**src/rtl/wakeup_trig_mc_if.sv**
```systemverilog
// rtl/wakeup_trig_mc_if.sv - wake-up trigger channel bundle: async lines, service acks, counters and pending status
interface wakeup_trig_mc_if #(
  parameter int NCH = 4,
  parameter int CW  = 20
);
  logic [NCH-1:0]    wake_up;
  logic [NCH-1:0]    wu_serviced;
  logic [NCH*CW-1:0] count;
  logic [NCH-1:0]    wu_valid;
  logic [NCH-1:0]    wu_timeout;
  logic [NCH-1:0]    wu_overrun;
  logic              pend_any;
  logic [3:0]        pend_id;

  modport master (
    output wake_up, wu_serviced,
    input  count, wu_valid, wu_timeout, wu_overrun, pend_any, pend_id
  );

  modport slave (
    input  wake_up, wu_serviced,
    output count, wu_valid, wu_timeout, wu_overrun, pend_any, pend_id
  );
endinterface

```
**src/rtl/wakeup_trig_mc.sv**
```systemverilog
// rtl/wakeup_trig_mc.sv - multi-channel wake-up trigger with event counters, timed valid and lowest-index pending encoder
module wakeup_trig_mc #(
  parameter int NCH     = 4,
  parameter int CW      = 20,
  parameter int TW      = 16,
  parameter int TIMEOUT = 30000
) (
  input  logic             clki,
  input  logic             rst,
  wakeup_trig_mc_if.slave  bus
);

  typedef enum logic {
    S_IDLE   = 1'b0,
    S_ACTIVE = 1'b1
  } state_t;

  localparam logic [TW-1:0] TIMER_LAST = TW'(TIMEOUT - 1);

  state_t          state_q [NCH];
  state_t          state_d [NCH];
  logic [2:0]      sync_q  [NCH];
  logic [CW-1:0]   count_q [NCH];
  logic [CW-1:0]   count_d [NCH];
  logic [TW-1:0]   timer_q [NCH];
  logic [TW-1:0]   timer_d [NCH];
  logic [NCH-1:0]  valid_q, valid_d;
  logic [NCH-1:0]  tmo_q, tmo_d;
  logic [NCH-1:0]  ovr_q, ovr_d;
  logic [NCH-1:0]  edge_det;
  logic [3:0]      pend_id_c;

  // Bit 0 is the metastability catcher; edges are taken from the two settled stages.
  always_comb begin
    edge_det = '0;
    for (int i = 0; i < NCH; i++) begin
      edge_det[i] = sync_q[i][1] & ~sync_q[i][2];
    end
  end

  always_ff @(posedge clki or posedge rst) begin
    if (rst) begin
      for (int i = 0; i < NCH; i++) begin
        state_q[i] <= S_IDLE;
        sync_q[i]  <= '0;
        count_q[i] <= '0;
        timer_q[i] <= '0;
      end
      valid_q <= '0;
      tmo_q   <= '0;
      ovr_q   <= '0;
    end else begin
      for (int i = 0; i < NCH; i++) begin
        state_q[i] <= state_d[i];
        sync_q[i]  <= {sync_q[i][1:0], bus.wake_up[i]};
        count_q[i] <= count_d[i];
        timer_q[i] <= timer_d[i];
      end
      valid_q <= valid_d;
      tmo_q   <= tmo_d;
      ovr_q   <= ovr_d;
    end
  end

  always_comb begin
    valid_d = valid_q;
    tmo_d   = '0;
    ovr_d   = ovr_q;
    for (int i = 0; i < NCH; i++) begin
      state_d[i] = state_q[i];
      count_d[i] = count_q[i];
      timer_d[i] = timer_q[i];
      case (state_q[i])
        S_IDLE: begin
          if (edge_det[i]) begin
            state_d[i] = S_ACTIVE;
            count_d[i] = count_q[i] + CW'(1);
            timer_d[i] = '0;
            valid_d[i] = 1'b1;
          end
        end
        S_ACTIVE: begin
          // A fresh edge wins over a same-cycle service: the ack is consumed by the retrigger.
          if (edge_det[i]) begin
            count_d[i] = count_q[i] + CW'(1);
            timer_d[i] = '0;
            if (!bus.wu_serviced[i]) begin
              ovr_d[i] = 1'b1;
            end
          end else if (bus.wu_serviced[i]) begin
            state_d[i] = S_IDLE;
            valid_d[i] = 1'b0;
            ovr_d[i]   = 1'b0;
          end else if (timer_q[i] == TIMER_LAST) begin
            state_d[i] = S_IDLE;
            valid_d[i] = 1'b0;
            tmo_d[i]   = 1'b1;
            ovr_d[i]   = 1'b0;
          end else begin
            timer_d[i] = timer_q[i] + TW'(1);
          end
        end
        default: begin
          state_d[i] = S_IDLE;
        end
      endcase
    end
  end

  // Scan downward so the lowest valid index is the last (winning) assignment.
  always_comb begin
    pend_id_c = 4'd0;
    for (int i = NCH - 1; i >= 0; i--) begin
      if (valid_q[i]) begin
        pend_id_c = 4'(i);
      end
    end
  end

  for (genvar g = 0; g < NCH; g++) begin : g_count
    assign bus.count[g*CW +: CW] = count_q[g];
  end

  assign bus.wu_valid   = valid_q;
  assign bus.wu_timeout = tmo_q;
  assign bus.wu_overrun = ovr_q;
  assign bus.pend_any   = |valid_q;
  assign bus.pend_id    = pend_id_c;

endmodule

```
**src/flat_wrapper.sv**
```systemverilog
// flat-port wrapper written by rule: the top's interface ports become plain ports
module wakeup_trig_mc_flat 
#(
  parameter int NCH     = 4,
  parameter int CW      = 20,
  parameter int TW      = 16,
  parameter int TIMEOUT = 30000
)
  (clki, rst, bus_wake_up, bus_wu_serviced, bus_count, bus_wu_valid, bus_wu_timeout, bus_wu_overrun, bus_pend_any, bus_pend_id);
  wakeup_trig_mc_if #(.NCH(NCH), .CW(CW)) bus_i ();
  input  logic clki;
  input  logic rst;
  input wire logic [$bits(bus_i.wake_up)-1:0] bus_wake_up;
  input wire logic [$bits(bus_i.wu_serviced)-1:0] bus_wu_serviced;
  output wire logic [$bits(bus_i.count)-1:0] bus_count;
  output wire logic [$bits(bus_i.wu_valid)-1:0] bus_wu_valid;
  output wire logic [$bits(bus_i.wu_timeout)-1:0] bus_wu_timeout;
  output wire logic [$bits(bus_i.wu_overrun)-1:0] bus_wu_overrun;
  output wire logic [$bits(bus_i.pend_any)-1:0] bus_pend_any;
  output wire logic [$bits(bus_i.pend_id)-1:0] bus_pend_id;
  assign bus_i.wake_up = bus_wake_up;
  assign bus_i.wu_serviced = bus_wu_serviced;
  assign bus_count = bus_i.count;
  assign bus_wu_valid = bus_i.wu_valid;
  assign bus_wu_timeout = bus_i.wu_timeout;
  assign bus_wu_overrun = bus_i.wu_overrun;
  assign bus_pend_any = bus_i.pend_any;
  assign bus_pend_id = bus_i.pend_id;
  wakeup_trig_mc #(.NCH(NCH), .CW(CW), .TW(TW), .TIMEOUT(TIMEOUT)) u_core (.clki(clki), .rst(rst), .bus(bus_i));
endmodule
```
**config.mk**
```make
export PLATFORM = sky130hd
export DESIGN_NAME = wakeup_trig_mc_flat
export DESIGN_NICKNAME = d
export VERILOG_FILES = /design/src/rtl/wakeup_trig_mc_if.sv /design/src/rtl/wakeup_trig_mc.sv /design/src/flat_wrapper.sv
export SDC_FILE = /design/constraint.sdc
export NUM_CORES = 1
export LEC_CHECK = 0
export ABC_AREA = 1
export CORE_AREA = 2 2 145 147
export DETAILED_ROUTE_END_ITERATION = 10
export DIE_AREA = 0 0 147 149
export PLACE_DENSITY = 0.64
export SLEW_MARGIN = 20
export SYNTH_ARGS = -nofsm -noshare
export SYNTH_HDL_FRONTEND = slang
export SYNTH_SLANG_ARGS = --single-unit
```
**constraint.sdc**
```tcl
create_clock -name clki -period 19.9 [get_ports clki]
set_input_delay 5.97 -clock clki [delete_from_list [all_inputs] [get_ports clki]]
set_output_delay 5.97 -clock clki [all_outputs]
set_load 0.05 [all_outputs]
```
==> impl_metrics.toml <==
[die]
fp.dieArea_mm2 = 0.0219
start_util = 0.437
dieHeight_um = 149
ios = 107
row_count = 53
die_w_um = 147
coreArea_mm2 = 0.0206

[worst_setup_path]
end_kind = "primary output"
r2r_cells = 9
critPathRequiredTime_ns = 13.93
worst-r2r-setup-slack_ns = 18.00
startpoint_type = "flip-flop"
worstSetupPathType = "flip-flop to primary output"
critPathArrivalTime_ns = 2.01
crit-reg2reg-capture = "u_core.timer_q[62]"
path_max_fanout = 4
r2r-start = "u_core.sync_q[10]"

[yosys]
postSynthAreaPerCell_um2 = 7.88
synthTopCellsByArea = "dfrtp_1 (48%), nand2_1 (17%), xor2_1 (6.7%), inv_1 (6.1%), nor2_1 (4.1%)"
ys_seq_area_frac = 0.479
synth-seq-cells = 172
netlist_area_mm2 = 0.00899
netlist.area_leader.share = 0.479
yosys.cell_types.count = 29
yosysTopAreaCell = "dfrtp_1"
syn-instance-count = 1141
ys_warn_count = 0

[sta]
drv_slew = 0
setup_ws_ns = 11.92
setup_viol = 0
period_share = 0.401
holdWs_ns = 0.350
tightest_slew_ns = 0.960
hold_viol = 0
fin_skew_ns = 0.0111
layout_min_cycle_time_ns = 7.98
relSlewSlack = 0.360
clock.fmax_mhz = 125
rsz0062_at_grt = "false"
setup_tns_ns = 0

[power_and_ir_drop]
power_frac_clock = 0.352
power_frac_seq = 0.431
internal-power_uw = 630
power_switching_share = 0.336
power_uw = 949
pwr-share-comb = 0.217
power.density_mw_per_mm2 = 87.2
leakage_uw = 0.00550
p_switching_uw = 319
vdd_drop_max_mv = 0.0996

[cts]
clock-sinks = 172
cts_setup_buffers = 0
cts_root_buffer = "clkbuf_16"
cts_buffer_depth = 2
ctsHoldBuffers = 0
clk_pin_slew_worst_paths_ns = 0.07
cts_made_buffers = 17
cts_resized = 0
htree_levels = 4
cts_tree = "yes"
insertion_delay_ns = 0.42

[routing]
viasPerCell = 4.65
drtPass1Iterations = 5
avgRoutedWirePerCell_um = 12.1
vias = 7177
routed_wl_um = 18700
postRouteAntennaNets = 0
drc = 0
drt-initial-drc-count = 289

[layout]
layout.nets = 1278
syn2layout_area_growth_pct = 21.2
utilization = 0.530
drive_above_1_share = 0.0567
fill_cells = 1972
diodes = 0

[global_routing]
grt_pass1_wl_um = 31900
grt_pass1_vias = 6680
antenna_found_initial = 0
grt_max_degree = 97
grt.overflow.total = 0
gr-usage-all-layers = 0.178

[job]
cap_viol_max_count = 0

[min_path]
hold_start = "u_core.sync_q[3]"
min_path_type = "flip-flop to flip-flop"
worst_hold_path.endpoint = "u_core.sync_q[4]"
worst_hold_path.num_cells = 0

[place]
place_ws_ns = 11.71
io_buffers = 104
finalWeightedCongestion = 0.819
dp_hpwl_um = 13500

[status]
status = "completed"
==> per-stage QoR <==
stage	instances	instance area, um2
after global placement	1512	10300
after CTS	1544	10900
final	1544	10900
after floorplan	1142	8990
after detailed placement	1512	10300
after global routing	1544	10900
==> synthesized netlist by cell type <==
master	n
nor3_2	2
nand3_2	2
buf_6	4
nor3b_1	1
xnor2_1	33
or2_2	1
xor2_1	69
nor2_2	17
nor2_1	98
nand4_1	29
nand3_1	69
nor4_1	3
nand2_4	5
nand2_2	7
o21bai_1	1
conb_1	1
o21ai_0	11
buf_4	5
nand2_1	419
nor3_1	21
a21oi_1	2
inv_1	145
nor2_4	3
buf_2	1
inv_2	3
dfrtp_1	172
nand3b_1	4
ha_1	12
and2_1	1
==> final cells by class <==
class	count	area [um2]	area share
inverter	148	561	0.0515
sequential	172	4300	0.395
timing repair buffer	105	1050	0.0963
clock inverter	13	158	0.0145
clock buffer	19	433	0.0397
multi-input combinational	812	4050	0.371
tap	275	344	0.0316
==> cell families (layout without fill, tap and decap cells) <==
kind of cell	after synthesis	count (layout)	share of synthesized area
adders and majority gates	12	12	0.0167
xor gates and xnor gates	102	102	0.0994
AOI/OAI and AO/OA	14	14	0.00807
other	1	2	0.000417
and+or+nand+nor	682	682	0.325
DFF	172	172	0.479
buffers and inverters	158	285	0.0715
==> critical path, cell delays in order (launching register included) <==
cell	delay, ns
dfrtp_1	0.49
nor2_1	0.10
nor3_1	0.15
clkdlybuf4s50_1	0.84
==> registers in the layout (all words and copies together), names as in the netlist <==
signal	flops
u_core.bus.count	80
u_core.timer_q	64
u_core.sync_q	12
u_core.bus.wu_overrun	4
u_core.bus.wu_timeout	4
u_core.bus.wu_valid	4
u_core.state_q	4
==> how the worst max path moves through the flow <==
stage          slack (ns)              startpoint  depth (start not counted)                    to
3_5_place_dp        11.71                     rst                          3  u_core.bus.count[34]
4_1_cts             11.88  u_core.bus.wu_valid[2]                          3        bus_pend_id[1]
6_report            11.92  u_core.bus.wu_valid[2]                          3        bus_pend_id[1]
3_3_place_gp        11.73                     rst                          3  u_core.bus.count[36]
5_1_grt             11.82  u_core.bus.wu_valid[2]                          3        bus_pend_id[1]
2_1_floorplan        9.27                     rst                          1   u_core.bus.count[0]
==> cells in the final DEF (no fill, tap or decap), types with 2 or more instances in the layout <==
| cell | n |
|---|---|
| nand3_2 | 2 |
| clkbuf_16 | 17 |
| inv_2 | 3 |
| nor2_4 | 3 |
| clkinvlp_4 | 3 |
| bufinv_16 | 2 |
| dfrtp_1 | 172 |
| nor2_1 | 98 |
| nor3_2 | 2 |
| nand2_2 | 7 |
| nor4_1 | 3 |
| nand2_4 | 5 |
| o21ai_0 | 11 |
| a21oi_1 | 2 |
| inv_1 | 144 |
| nor2_2 | 17 |
| nand3_1 | 69 |
| ha_1 | 12 |
| xor2_1 | 69 |
| nand4_1 | 29 |
| inv_6 | 4 |
| clkinv_4 | 3 |
| nand3b_1 | 4 |
| nor3_1 | 21 |
| clkdlybuf4s50_1 | 104 |
| clkbuf_1 | 2 |
| inv_8 | 2 |
| nand2_1 | 419 |
| xnor2_1 | 33 |
| conb_1 | 2 |
==> layer usage <==
layer	vias up	routed length, um	track usage
met5	-	0	0
met4	0	180	0.0385
met3	6	819	0.0450
met2	131	8570	0.283
met1	3303	9090	0.248
li1	3737	-	-
==> power by group through the flow <==
stage               registers (uW)  clock network, uW  logic, uW
floorplan                      487                  0       64.9
global placement               416                  0        206
detailed placement             416                  0        208
CTS                            410                344        209
global route                   415                359        221
finish                         409                334        206
No activity file was read; power rests on OpenSTA's default activity.
